File: config.mk
export PLATFORM = sky130hd
export DESIGN_NAME = mod_n_updown_counter
export DESIGN_NICKNAME = d
export VERILOG_FILES = /design/src/rtl/mod_n_updown_counter.sv
export SDC_FILE = /design/constraint.sdc
export NUM_CORES = 1
export LEC_CHECK = 0
export CORE_MARGIN = 2
export CORE_UTILIZATION = 56
export DETAILED_ROUTE_END_ITERATION = 16
export DONT_BUFFER_PORTS = 1
export PLACE_DENSITY = 0.82
export REMOVE_ABC_BUFFERS = 1
export SKIP_CTS_REPAIR_TIMING = 1
export SYNTH_ARGS = -nofsm -noshare
export SYNTH_HDL_FRONTEND = slang
export SYNTH_SLANG_ARGS = --single-unit
File: constraint.sdc
create_clock -name clock -period 2.5 [get_ports clock]
set_input_delay 0.5 -clock clock [delete_from_list [all_inputs] [get_ports clock]]
set_output_delay 0.5 -clock clock [all_outputs]
set_load 0.03 [all_outputs]
File: src/rtl/mod_n_updown_counter.sv
// ---------------------------------------------------------------------------
// mod_n_updown_counter
//
// Parametrised modulo-N up/down counter with a programmable step per enabled
// cycle, a wrap or saturate boundary mode, a combinational terminal count for
// cascading, and one-cycle error pulses for illegal load or step values.
//
// Parameters
//   WIDTH     : counter/data width in bits
//   MODULUS   : count range is 0..MODULUS-1 (2 <= MODULUS <= 2**WIDTH)
//   RESET_VAL : d_out value after reset (< MODULUS)
//
// Ports
//   clock    in   sole clock, all state changes on posedge
//   rst      in   synchronous active-high reset
//   en       in   count enable
//   load     in   parallel load request (beats en)
//   updown   in   1 = count up, 0 = count down
//   mode     in   0 = wrap at the boundary, 1 = saturate
//   step     in   magnitude added/subtracted per enabled cycle
//   d_in     in   load value
//   d_out    out  registered count
//   tc       out  combinational terminal count / cascade carry
//   wrap     out  registered pulse: count crossed the modulus boundary
//   sat      out  registered pulse: saturate mode clipped a move
//   load_err out  registered pulse: load value >= MODULUS was rejected
//   step_err out  registered pulse: step value >= MODULUS was rejected
// ---------------------------------------------------------------------------
module mod_n_updown_counter #(
    parameter int WIDTH     = 4,
    parameter int MODULUS   = 12,
    parameter int RESET_VAL = 0
) (
    input  logic             clock,
    input  logic             rst,
    input  logic             en,
    input  logic             load,
    input  logic             updown,
    input  logic             mode,
    input  logic [WIDTH-1:0] step,
    input  logic [WIDTH-1:0] d_in,
    output logic [WIDTH-1:0] d_out,
    output logic             tc,
    output logic             wrap,
    output logic             sat,
    output logic             load_err,
    output logic             step_err
);

    // Reject illegal parameter combinations at elaboration time.
    if (WIDTH < 1 || WIDTH > 30 || MODULUS < 2 || MODULUS > 2**WIDTH ||
        RESET_VAL < 0 || RESET_VAL >= MODULUS) begin : g_param_check
        $fatal(1, "mod_n_updown_counter: illegal WIDTH/MODULUS/RESET_VAL combination");
    end

    // MODULUS may equal 2**WIDTH, so it is only representable in WIDTH+1 bits.
    localparam logic [WIDTH:0]   MOD_W   = (WIDTH+1)'(MODULUS);
    localparam logic [WIDTH-1:0] MAX_V   = WIDTH'(MODULUS - 1);
    localparam logic [WIDTH-1:0] RESET_V = WIDTH'(RESET_VAL);

    logic [WIDTH:0]   cnt_x;
    logic [WIDTH:0]   step_x;
    logic [WIDTH:0]   din_x;
    logic [WIDTH:0]   sum;

    logic [WIDTH-1:0] next_cnt;
    logic             next_wrap;
    logic             next_sat;
    logic             next_load_err;
    logic             next_step_err;

    // Widened operands: comparisons against MOD_W and the up-count sum must
    // not lose the carry bit.
    always_comb begin
        cnt_x  = {1'b0, d_out};
        step_x = {1'b0, step};
        din_x  = {1'b0, d_in};
        sum    = cnt_x + step_x;
    end

    always_comb begin
        next_cnt      = d_out;
        next_wrap     = 1'b0;
        next_sat      = 1'b0;
        next_load_err = 1'b0;
        next_step_err = 1'b0;

        if (load) begin
            if (din_x < MOD_W) begin
                next_cnt = d_in;
            end else begin
                next_load_err = 1'b1;
            end
        end else if (en) begin
            if (step_x >= MOD_W) begin
                next_step_err = 1'b1;
            end else if (step == '0) begin
                next_cnt = d_out;
            end else if (updown) begin
                if (sum < MOD_W) begin
                    next_cnt = sum[WIDTH-1:0];
                end else if (!mode) begin
                    next_cnt  = WIDTH'(sum - MOD_W);
                    next_wrap = 1'b1;
                end else begin
                    next_cnt = MAX_V;
                    next_sat = 1'b1;
                end
            end else begin
                if (step <= d_out) begin
                    next_cnt = d_out - step;
                end else if (!mode) begin
                    // d_out + MODULUS - step fits in WIDTH+1 bits and the
                    // result is < MODULUS because step > d_out.
                    next_cnt  = WIDTH'(cnt_x + MOD_W - step_x);
                    next_wrap = 1'b1;
                end else begin
                    next_cnt = '0;
                    next_sat = 1'b1;
                end
            end
        end
    end

    always_ff @(posedge clock) begin
        if (rst) begin
            d_out    <= RESET_V;
            wrap     <= 1'b0;
            sat      <= 1'b0;
            load_err <= 1'b0;
            step_err <= 1'b0;
        end else begin
            d_out    <= next_cnt;
            wrap     <= next_wrap;
            sat      <= next_sat;
            load_err <= next_load_err;
            step_err <= next_step_err;
        end
    end

    // Carry for a higher-order stage: asserted when this stage is about to
    // roll over in the current direction.
    assign tc = en & ~load & ~rst &
                ((updown & (d_out == MAX_V)) | (~updown & (d_out == '0)));

endmodule

Word level (Yosys, flattened, before mapping). Cells that the tools add are included.

Word-level logic and storage cells: 55. Bits in registers: 8.

Add/sub/neg operators: 5. Multiplexer cells: 20. $lt $le $gt $ge: 4. Equality and inequality tests: 4. Reduce and logical (&&, ||, !) cells: 7. Bitwise gates (word level): 10.

Operator list (count): $mux W4 (10); $mux W1 (10); $logic_not A4 Y1 (2); $sub A4 B4 Y4 (2); $add A4 B4 Y5 (1); $and A1 B1 Y1 (5); $lt A5 B4 Y1 const B (1); $reduce_or A5 Y1 (1); $add A4 B4 Y4 const B (1); $eq A4 B4 Y1 const B (1); $ge A4 B4 Y1 const B (1); $le A4 B4 Y1 (1); $lt A4 B4 Y1 const B (1); $ne A2 B2 Y1 const B (2); $not A1 Y1 (4); $reduce_and A4 Y1 (1); $sub A4 B4 Y4 const B (1); $reduce_or A3 Y1 (1); $ne A2 B1 Y1 const B (1); $reduce_bool A2 Y1 (1); $reduce_or A2 Y1 (1); $or A1 B1 Y1 (1).

Depth between registers and ports, before layout.
Depth after elaboration: 9. Depth in mapped cells: 11. Gate-level depth less buffers: 11.

Least setup slack after synthesis. Ideal clock, no wire load.

Kind: register -> register. Start point: register d_out[0]. End point: register d_out[3]. Period minus slack after synthesis: 2.455 ns. Cell stages (with the launch flop): 12. Setup time: 0.095 ns. Setup slack: 0.045 ns. Data arrival time: 2.359 ns. Path through: dfxtp_1 > inv_1 > ha_1 > inv_1 > ha_1 > inv_1 > fa_1 > xor2_1 > xnor2_1 > or3_1 > a211o_1 > o311ai_1.

Longest elaborated chain between the ends: 9. Elaborated cells between the ends (all ways): 16. Those cells by class: add/sub (5); order compare (2); mux (9).

RTL lines: start: declaration (RTL line 42) `output logic [WIDTH-1:0] d_out,`; start signal: assignment (RTL line 133) `d_out <= next_cnt;`; $add A4 B4 Y4 or $add A4 B4 Y5 (tied branches) (RTL line 115, 78); $sub A4 B4 Y4, on equally long branches (RTL line 115, 103); $mux W4, on equally long branches (RTL line 112, 102); $mux W4, on equally long branches (RTL line 110, 100); $mux W4 (*) (RTL line 99) `end else if (updown) begin`; $mux W4 (*) (RTL line 97) `end else if (step == '0) begin`; $mux W4 (*) (RTL line 95) `if (step_x >= MOD_W) begin`; $mux W4 (*) (RTL line 94) `end else if (en) begin`; $mux W4 (*) (RTL line 88) `if (load) begin`.

Every way passes the cells marked *; elsewhere a longest branch is shown, timed or not. The select of a mux whose other input is x is not followed. A chain may end at the register's enable or synchronous reset.

Final worst setup path.
Start point: register d_out[1]. End point: register d_out[3].

The elaborated chain is that of the path after synthesis.

==> impl_metrics.env <==
export IMPL_ys_flop_type="dfxtp_1"
export IMPL_cp_start_kind="flip-flop"
export IMPL_rsz0062_at_grt="no"
export IMPL_place_congestion=0.969
export IMPL_detail_route_antenna_nets=0
export IMPL_final_max_slew_viol_count=0
export IMPL_first_global_vias=868
export IMPL_path_clk_slew_ns=0.06
export IMPL_cts_sinks=8
export IMPL_die_area_um2=2090
export IMPL_fin_nets=157
export IMPL_drt_wirelength_per_cell_um=15.8
export IMPL_antenna_found_initial=0
export IMPL_setup_violations=0
export IMPL_rows=15
export IMPL_grt_max_degree=13
export IMPL_seqCellArea_um2=160
export IMPL_ys_ff_latch=8
export IMPL_p_leak_nw=0.422
export IMPL_finalCriticalPeriod_ns=2.34
export IMPL_async_reset_ff_share_pct=0
export IMPL_arrival_ns=2.49
export IMPL_r2r_cells=8
export IMPL_drt_iter0_markers=31
export IMPL_status="finished clean"
export IMPL_worstHoldPathCells=1
export IMPL_power_density_nw_per_um2=496
export IMPL_critical_path_cell_chain="buf_4 > inv_1 > fa_1 > a21boi_0 > o21ai_1 > o211ai_1 > a211o_1 > o311ai_1"
export IMPL_grt_use_total_pct=24.8
export IMPL_worstSetupPathType="reg2reg"
export IMPL_synth_cell_type_count=40
export IMPL_synth_top_cell_by_area="dfxtp_1"
export IMPL_tightest_slew_ns=0.463
export IMPL_synth_cells=122
export IMPL_multi_input_area_um2=743
export IMPL_avgViaCountPerCell=6.26
export IMPL_cap_violations=0
export IMPL_synth_area_top_cells="dfxtp_1, ha_1, fa_1, inv_1, nor2b_1"
export IMPL_ys_seq_area_share_pct=16.4
export IMPL_wl_um=2280
export IMPL_ir_drop_mv=0.243
export IMPL_cts_buffers=3
export IMPL_skew_ns=0.00423
export IMPL_die_w_um=45.7
export IMPL_dieHeight_um=45.7
export IMPL_path_max_fanout=6
export IMPL_avgSynthCellArea_um2=7.99
export IMPL_placedCellCount=141
export IMPL_fillerInstances=162
export IMPL_instances_no_fill=144
export IMPL_fmax_mhz=427
export IMPL_synth_edf_count=0
export IMPL_htreeDepth=1
export IMPL_grt_ovfl_total=0
export IMPL_n_antenna_cell=0
export IMPL_required_ns=2.65
export IMPL_layout_worst_path_cycle_share_pct=93.6
export IMPL_ios=23
export IMPL_hold_slack_ns=0.316
export IMPL_detailed_place_hpwl_um=1900
export IMPL_wl_met3_um=139
export IMPL_crit_path_end_kind="flip-flop"
export IMPL_port_buffers=0
export IMPL_relSlewSlack_pct=68.9
export IMPL_via_count=902
export IMPL_slowest_stage="fa_1"
export IMPL_start_util_pct=57.7
export IMPL_netlist_area_um2=975
export IMPL_drt_pass1_iterations=4
export IMPL_clk_latency_ns=0.26
export IMPL_root_buffer="clkbuf_4"
export IMPL_synth_top_area_share_pct=16.4
export IMPL_cts_tree="done"
export IMPL_drive_gt1_share_pct=11.0
export IMPL_detail_route_wirelength_met1_um=962
export IMPL_wl_met2_um=1160
export IMPL_min_delay_path_class="in2reg"
export IMPL_grt_pass1_wl_um=3750
export IMPL_max_stage_delay_ns=0.44
export IMPL_drc=0
export IMPL_clk_path_buf_depth=2
export IMPL_fp_coreArea_um2=1690
export IMPL_syn_to_final_growth_pct=7.19
export IMPL_highest_layer="met4"
export IMPL_yosys_warnings=0
export IMPL_hold_viol_final=0
## power by group
group          internal (mW)  switching [mW]
logic                  0.111           0.158
registers              0.137         0.00902
clock network         0.0552          0.0480
total                  0.302           0.215
## critical path: cells and delay by family, from the launching register on
family / cells / cell delay, ns
AO/OA/AOI/OAI: 5 / 1.11
buffers and inverters: 2 / 0.32
flip-flops: 1 / 0.36
adder cells (fa/ha/maj): 1 / 0.44
## flip-flops by register name, summed over array words and instances, names as in the netlist
signal,flops
d_out,4
sat,1
wrap,1
load_err,1
step_err,1
## per-layer routing
layer | GRT usage, % | vias to the layer above
met2 | 42.5 | 32
met1 | 32.0 | 421
li1 | - | 447
met3 | 2.78 | 2
met4 | 8.57 | 0
met5 | 0 | -
## final timing paths
path                               start  endpoint  slack (ns)
worst max-delay path            d_out[1]  d_out[3]        0.16
worst min-delay path                 rst       sat        0.32
worst max register to register  d_out[1]  d_out[3]        0.16
worst min register to register  d_out[0]  d_out[0]        0.63
## cells in the mapped netlist (all sizes together) (2+ instances only)
cell type and n:
inv 14, ha 10, nand2 9, nor2 9
dfxtp 8, o21ai 7, nor2b 6, a21oi 4
a31oi 4, fa 4, o211ai 4, xnor2 4
buf 3, nor3 3, a311o 2, mux2i 2
nand3 2, nand4 2, nor4 2, o21a 2
o311ai 2, or3 2, or4 2
## layout by cell type, fill, tap and decap left out, types with 3 or more instances in the layout
| master | Yosys | layout |
|---|---|---|
| o211ai_1 | 4 | 4 |
| dfxtp_1 | 8 | 8 |
| nand2_1 | 9 | 9 |
| a21oi_1 | 4 | 4 |
| clkbuf_4 | 0 | 3 |
| ha_1 | 10 | 10 |
| nor2_1 | 9 | 9 |
| xnor2_1 | 4 | 4 |
| o21ai_0 | 6 | 6 |
| nor3_1 | 3 | 3 |
| buf_4 | 0 | 6 |
| a31oi_1 | 4 | 4 |
| fa_1 | 4 | 4 |
| nor2b_1 | 6 | 6 |
| inv_1 | 14 | 14 |
## logic make-up after synthesis
family          synth area share (%)
simple gates                    24.6
compound gates                  24.0
buf+inv                         7.32
fa+ha+maj                       21.1
flops                           16.4
xor+xnor                        4.49
mux                             2.05
## layout make-up
cell class	count	share of cell area (%)
Sequential cell	8	15.3
Tap cell	17	2.04
Inverter	14	5.03
Timing Repair Buffer	6	4.31
Multi-Input combinational cell	96	71.1
Clock buffer	3	2.16
## metrics by stage
stage | setup WS [ns] | instance area, um2 | total power [mW] | util (%) | setup TNS, ns
floorplan | 0.0452 | 956 | 0.352 | - | 0
global placement | 0.0459 | 1020 | 0.404 | 60.5 | 0
detailed placement | -0.0285 | 1020 | 0.415 | 60.5 | -0.0285
CTS | 0.166 | 1040 | 0.517 | 61.9 | 0
global route | 0.0286 | 1040 | 0.559 | 61.9 | 0
finish | 0.159 | 1040 | 0.518 | 61.9 | 0
No activity file was read; power rests on OpenSTA's default activity.
